==> config.mk <==
export PLATFORM = sky130hd
export DESIGN_NAME = jtdd_sdram_resp
export DESIGN_NICKNAME = d
export VERILOG_FILES = /design/src/rtl/jtdd_sdram_resp.sv
export SDC_FILE = /design/constraint.sdc
export NUM_CORES = 1
export LEC_CHECK = 0
export CORE_UTILIZATION = 29
export CTS_BUF_LIST = sky130_fd_sc_hd__clkbuf_2 sky130_fd_sc_hd__clkbuf_4 sky130_fd_sc_hd__clkbuf_8
export CTS_CLUSTER_DIAMETER = 120
export DETAILED_ROUTE_END_ITERATION = 6
export MAX_ROUTING_LAYER = met4
export PLACE_DENSITY = 0.63
export SLEW_MARGIN = 10
export SYNTH_ARGS = -nofsm -noshare
export SYNTH_HDL_FRONTEND = slang
export SYNTH_SLANG_ARGS = --single-unit
==> constraint.sdc <==
create_clock -name clk -period 2.6 [get_ports clk]
set_input_delay 0.52 -clock clk [delete_from_list [all_inputs] [get_ports clk]]
set_output_delay 0.52 -clock clk [all_outputs]
set_load 0.01 [all_outputs]
==> src/rtl/jtdd_sdram_resp.sv <==
// jtdd_sdram_resp: answers the game's 32-bit ROM read requests and the
// download write stream, using a generic 16-bit memory port that can take
// a variable number of cycles per access. A periodic refresh blackout
// produces realistic request stalls.
module jtdd_sdram_resp #(
  parameter int unsigned AW         = 22,
  parameter int unsigned REF_PERIOD = 384,
  parameter int unsigned REF_LEN    = 8
) (
  input  logic          clk,
  input  logic          rst,
  input  logic          downloading,
  input  logic          sdram_req,
  input  logic [AW-1:0] sdram_addr,
  output logic          sdram_ack,
  output logic          data_dst,
  output logic          data_rdy,
  output logic [31:0]   data_read,
  input  logic          prog_we,
  input  logic [AW-1:0] prog_addr,
  input  logic [7:0]    prog_data,
  input  logic [1:0]    prog_mask,
  output logic          mem_rd,
  output logic          mem_we,
  output logic [AW-1:0] mem_addr,
  output logic [15:0]   mem_wdata,
  output logic [1:0]    mem_wmask,
  input  logic [15:0]   mem_din,
  input  logic          mem_valid
);

  localparam int unsigned RCW        = (REF_PERIOD > 1) ? $clog2(REF_PERIOD) : 1;
  localparam int unsigned LCW        = (REF_LEN > 1) ? $clog2(REF_LEN) : 1;
  localparam int unsigned REF_LAST_I = (REF_PERIOD > 0) ? REF_PERIOD - 1 : 0;
  localparam int unsigned LEN_LAST_I = (REF_LEN > 0) ? REF_LEN - 1 : 0;
  localparam logic [RCW-1:0] REF_LAST = REF_LAST_I[RCW-1:0];
  localparam logic [LCW-1:0] LEN_LAST = LEN_LAST_I[LCW-1:0];

  typedef enum logic [2:0] {
    ST_IDLE,
    ST_ACK,
    ST_RD0,
    ST_RD1,
    ST_DONE,
    ST_WACK,
    ST_WR,
    ST_REF
  } state_t;

  state_t         state;
  logic [AW-1:0]  rd_addr;
  logic [RCW-1:0] ref_cnt;
  logic [LCW-1:0] len_cnt;
  logic           ref_pend;
  logic           ref_hit;

  // Refresh period counter reaches its last value: a blackout becomes due.
  assign ref_hit = (REF_PERIOD != 0) && (ref_cnt == REF_LAST);

  // Free-running refresh period counter, wraps every REF_PERIOD cycles.
  always_ff @(posedge clk or negedge rst) begin
    if (!rst) begin
      ref_cnt <= '0;
    end else if (ref_hit) begin
      ref_cnt <= '0;
    end else if (REF_PERIOD != 0) begin
      ref_cnt <= ref_cnt + 1'b1;
    end
  end

  // Transaction sequencer: arbitration in IDLE, read/write/refresh sequences,
  // all outputs registered.
  always_ff @(posedge clk or negedge rst) begin
    if (!rst) begin
      state     <= ST_IDLE;
      sdram_ack <= 1'b0;
      data_dst  <= 1'b0;
      data_rdy  <= 1'b0;
      data_read <= '0;
      mem_rd    <= 1'b0;
      mem_we    <= 1'b0;
      mem_addr  <= '0;
      mem_wdata <= '0;
      mem_wmask <= '0;
      rd_addr   <= '0;
      len_cnt   <= '0;
      ref_pend  <= 1'b0;
    end else begin
      sdram_ack <= 1'b0;
      data_dst  <= 1'b0;
      data_rdy  <= 1'b0;
      case (state)
        ST_IDLE: begin
          if (ref_pend) begin
            state    <= ST_REF;
            ref_pend <= 1'b0;
            len_cnt  <= '0;
          end else if (downloading && prog_we) begin
            state     <= ST_WACK;
            sdram_ack <= 1'b1;
            mem_addr  <= prog_addr;
            mem_wdata <= {prog_data, prog_data};
            mem_wmask <= prog_mask;
          end else if (!downloading && sdram_req) begin
            state     <= ST_ACK;
            sdram_ack <= 1'b1;
            rd_addr   <= sdram_addr;
            mem_addr  <= sdram_addr;
          end
        end
        ST_ACK: begin
          mem_rd <= 1'b1;
          state  <= ST_RD0;
        end
        ST_RD0: begin
          if (mem_valid) begin
            data_read[15:0] <= mem_din;
            data_dst        <= 1'b1;
            mem_addr        <= rd_addr + 1'b1;
            state           <= ST_RD1;
          end
        end
        ST_RD1: begin
          if (mem_valid) begin
            data_read[31:16] <= mem_din;
            data_rdy         <= 1'b1;
            mem_rd           <= 1'b0;
            state            <= ST_DONE;
          end
        end
        ST_DONE: begin
          state <= ST_IDLE;
        end
        ST_WACK: begin
          mem_we <= 1'b1;
          state  <= ST_WR;
        end
        ST_WR: begin
          if (mem_valid) begin
            mem_we <= 1'b0;
            state  <= ST_IDLE;
          end
        end
        ST_REF: begin
          if (len_cnt == LEN_LAST) begin
            state <= ST_IDLE;
          end else begin
            len_cnt <= len_cnt + 1'b1;
          end
        end
        default: state <= ST_IDLE;
      endcase
      // A wrap seen while busy stays pending until the sequencer is back in IDLE.
      if (ref_hit) begin
        ref_pend <= 1'b1;
      end
    end
  end

endmodule

==> After elaboration in Yosys (flattened, before gate mapping) <==
Index checks and enable logic that the tools add are counted.
{ "word_totals": {"ff_bits": 115, "latch_bits": 0, "ram_bits": 0, "mem_bits_ro": 0, "inputBits": 76, "output_inout_bits": 77, "elab_cells": 85, "memories": 0} }
{ "classes": {"n_addsub": 3, "n_mul": 0, "n_div": 0, "n_lt_le_gt_ge": 0, "eq_ne": 18, "n_shift": 0, "mux": 29, "bitwise": 2, "reduce_logical": 18} }
{ "ops": {"columns": ["cell", "count"], "rows": [
  ["$mux W22", 4],
  ["$pmux W22 S2", 1],
  ["$mux W3", 9],
  ["$pmux W3 S8", 1],
  ["$add A22 B1 Y22 const B", 1],
  ["$eq A3 B3 Y1 const B", 5],
  ["$ne A2 B2 Y1 const B", 7],
  ["$mux W1", 10],
  ["$reduce_bool A2 Y1", 5],
  ["$add A9 B1 Y9 const B", 1],
  ["$eq A9 B9 Y1 const B", 1],
  ["$mux W9", 1],
  ["$reduce_and A2 Y1", 4],
  ["$reduce_and A4 Y1", 2],
  ["$eq A3 B2 Y1 const B", 2],
  ["$pmux W3 S2", 1],
  ["$reduce_and A3 Y1", 2],
  ["$reduce_and A5 Y1", 1],
  ["$ne A4 B4 Y1 const B", 1],
  ["$pmux W1 S2", 2],
  ["$add A3 B1 Y3 const B", 1],
  ["$eq A3 B1 Y1 const B", 1],
  ["$logic_not A3 Y1", 1],
  ["$ne A3 B3 Y1 const B", 1],
  ["other kinds (3)", 5]
]} }

==> Logic depth before layout (Yosys ltp) <==
{ "logic_depth": {"depth_word": 6, "mapped_depth": 8, "ltp_nobuf": 6} }

==> Least setup slack after synthesis <==
No wires, ideal clock.
{ "synth_path": {"kind": "flip-flop to flip-flop", "start": "reg rd_addr[0]", "end": "reg mem_addr[18]", "setup_ns": 0.126, "t_arrival_ns": 1.640, "required_time_ns": 2.474, "setup_slack_ns": 0.834, "path_stages_with_launch": 7, "path_buffers": 0, "synth_period_minus_slack_ns": 1.766, "cell_sequence": "dfrtp_1 > ha_1 > nand4_1 > nor3_2 > nand4_1 > xnor2_1 > a221o_1"} }
{ "synth_via": {"elab_chain_len": 3} }
{ "synth_rtl": {"columns": ["item", "line_no", "text"], "rows": [
  ["start, declared", "51", "logic [AW-1:0] rd_addr;"],
  ["start signal, assigned", "107", "rd_addr <= sdram_addr;"],
  ["$add A22 B1 Y22", "119", "mem_addr <= rd_addr + 1'b1;"],
  ["$mux W22", "116", "if (mem_valid) begin"],
  ["$pmux W22 S2", "92", "case (state)"],
  ["end signal, assigned", "101", "mem_addr <= prog_addr;"],
  ["end signal, assigned", "108", "mem_addr <= sdram_addr;"],
  ["end signal, assigned", "119", null],
  ["end, declared", "25", "output logic [AW-1:0] mem_addr,"]
]} }
No other way between the ends. The select of a mux whose other input is x is not followed.
A chain may end at the register's enable or synchronous reset.

==> Worst setup path in the final report <==
Ends and elaborated chain as after synthesis.

==> run metrics <==
cell mode on critical path nand4_1; DP HPWL 9847 um; GP Congestion 0.8139; die extent in x 134.2 um; Iter 0 DRT Violations 172; TritonCTS clock tree done; Hold Fails Final Rpt 0; worst skew pair latency 0.39 ns; sequential power share 0.399; GRT met3 Usage 0.02986; Critical Path AT 2.45 ns; site row count 47; Pwr Total 7.489 mW; Post-CTS Setup Bufs 0; Worst Max-Slew Pin Slew 0.6498 ns; met1 Resource Use GR 0.1981; hold crit path type input port to async pin; register bit count reported by yosys 107; Avg Synthesized Cell Area 10.72 sq um; Initial Util 0.3015; vias after detailed routing 4049; synthesized cell area 5071 sq um; ANT nets after route 0; Setup-failing EPs final 0; Post-synth EDFFs 0; largest net degree at the start of global routing 108; Final min period 2.172 ns; I/O pin total 153; IO Port Bufs 152; RSZ-0062 raised after global routing no; share of cells above drive strength 1 0.1504; Max-Cap Viols 0; clk root buf clkbuf_8; met2 Use GR 0.2611; Reg2Reg Depth 6; Synth warnings 0; Mapped Nets 553; post-synthesis sequential area ratio 0.5280; total power density per cell area 1063 nW/um^2; Core Area 16820 sq um; Die Y 134.2 um; GRT Resource Usage Total 0.1598; crit path launch type flip-flop; critical path depth in cells 6; fin crit share 0.8354; area growth from synthesis to layout 38.91%; CP max stage delay 0.48 ns; vias per inst 4.786; Setup Skew 0.01404 ns; CP Data Required Time 2.88 ns; area share of the largest cell type after synthesis 0.5280; die area 18020 sq um; Critical Path, Cell by Cell ha_1 -> nand4_1 -> nor3_2 -> nand4_1 -> xnor2_1 -> a221o_1; internal power 4.816 mW; Buf+Inv Stages, Crit Path 0; worst rel slew slack 0.5659; post-synthesis cell type count 48; Setup CP Type flip-flop to flip-flop; H-tree depth 3; routed wire length 13510 um; first-pass GRT wire length 21930 um; clock share of power 0.154; switching part of the total 0.3569; critical path fanouts, max 6; Leak 3.074 nW; CP delay by family, top simple AND/OR/NAND/NOR gates; status completed; CTS resizes 0; combinational cell fraction of total power 0.447; ranking of synthesized cells by area dfrtp_1 (53%), mux2_2 (11%), nand2_1 (6.7%); Remaining DRCs 0; CP endpoint kind flip-flop; CTS Buf Count 9; busiest grt layer met2; Crit-path slowest cell nor3_2; Synth Flop Type dfrtp_1; Synth area leader dfrtp_1; maximum VDD drop 0.0004450 V; WL/cell 15.97 um; max frequency 460.4 MHz; total gr overflow 0; Clock Sinks 107; Mapped Cells 473; FF-to-FF setup slack 0.43 ns; NetSw 2.673 mW; number of global-route vias before repair 4211; ys async rst share 1.000; nets 700; CTS Hold Bufs 0; Pre-Repair DR Iteration Count 4; initial antenna violation count 1; Fin Setup TNS 0 ns; Pins Over Slew Limit 0; Reg clk slew, reported paths 0.10 ns; clk buf depth 2
-- routing by layer --
layer / wire, um / vias to the layer above
li1: - / 1940
met1: 5928 / 1997
met2: 6752 / 96
met3: 589 / 16
met4: 244 / 0
met5: 0 / -
-- cell usage in the layout (no fill, tap or decap), types with 10 or more instances in the layout --
cell type	n
buf_4	15
dfrtp_1	107
clkdlybuf4s50_1	151
nand3_1	24
mux2i_1	10
mux2_2	48
clkbuf_8	13
o21ai_0	15
nand2_1	90
nor3_1	12
xor2_1	15
a21oi_1	29
nor2_1	10
-- synthesized netlist by cell type, drive strengths merged (2+ instances only) --
| cell type | count |
|---|---|
| a211oi | 3 |
| a21oi | 29 |
| a221o | 5 |
| a31o | 2 |
| and3 | 5 |
| and4 | 2 |
| buf | 21 |
| clkbuf | 10 |
| dfrtp | 107 |
| ha | 4 |
| inv | 7 |
| mux2 | 49 |
| mux2i | 10 |
| nand2 | 91 |
| nand2b | 2 |
| nand3 | 27 |
| nand4 | 9 |
| nor2 | 11 |
| nor3 | 14 |
| nor4 | 3 |
| o211ai | 3 |
| o21ai | 19 |
| o31ai | 2 |
| or3 | 5 |
| xnor2 | 9 |
| xor2 | 15 |
-- worst reg2reg max path, delay by kind of cell (launching register included) --
family | cells | cell delay [ns]
adders and majority gates | 1 | 0.24
AOI/OAI and AO/OA | 1 | 0.28
xor gates and xnor gates | 1 | 0.15
DFF | 1 | 0.47
and+or+nand+nor | 3 | 0.91
-- area by class of cell --
type                       instances  area (sq um)
inverter                           7         26.28
clock inverter                     2         38.79
timing repair buffer             167          1644
multi-input combinational        328          2193
antenna                            1         2.502
sequential                       107          2678
tap                              220         275.3
clock buffer                      14         186.4
fill                            1627          9774
-- final timing paths --
check	startpoint	to
hold reg to reg	ref_cnt[0]	ref_cnt[0]
min in group clk	ref_cnt[0]	ref_cnt[0]
setup reg to reg	rd_addr[0]	mem_addr[18]
hold / removal	rst	mem_addr[7]
setup / recovery	rd_addr[0]	mem_addr[18]
max in group asynchronous	rst	rd_addr[11]
-- state kept, by name, indices dropped and copies added, names as in the netlist --
register,flops
mem_addr,22
ref_cnt,9
mem_we,1
data_dst,1
len_cnt,3
data_read,32
ref_pend,1
rd_addr,22
mem_wmask,2
state,3
mem_rd,1
data_rdy,1
sdram_ack,1
mem_wdata,8
-- metrics by stage --
step           setup slack (ns)  cell area [sq um]  hold slack (ns)    util  std cells
2_1_floorplan            0.8345               5071           0.2244       -        473
3_3_place_gp             0.2922               6817           0.4398  0.4053        829
3_5_place_dp             0.2190               6817           0.4658  0.4053        829
4_1_cts                  0.4303               7042           0.2268  0.4187        845
5_1_grt                  0.3198               7044           0.2482  0.4188        846
6_report                 0.4280               7044           0.1635  0.4188        846
-- power by group through the flow --
| stage | Clock (mW) | Sequential (mW) | Combinational [mW] |
|---|---|---|---|
| finish | 1.15 | 2.99 | 3.35 |
| global route | 1.27 | 3.11 | 3.63 |
| CTS | 1.19 | 2.99 | 3.39 |
| detailed placement | 0 | 3.02 | 3.38 |
| global placement | 0 | 2.97 | 3.31 |
| floorplan | 0 | 3.09 | 1.63 |
-- logic make-up after synthesis --
group | Yosys count | share of synthesized area
AND/OR/NAND/NOR | 173 | 0.1700
flip-flops | 107 | 0.5280
AO/OA/AOI/OAI | 68 | 0.08142
multiplexers | 59 | 0.1285
buffers and inverters | 38 | 0.04071
XOR/XNOR | 24 | 0.04145
adder cells (fa/ha/maj) | 4 | 0.009870
Power figures use the tool's default switching activity.
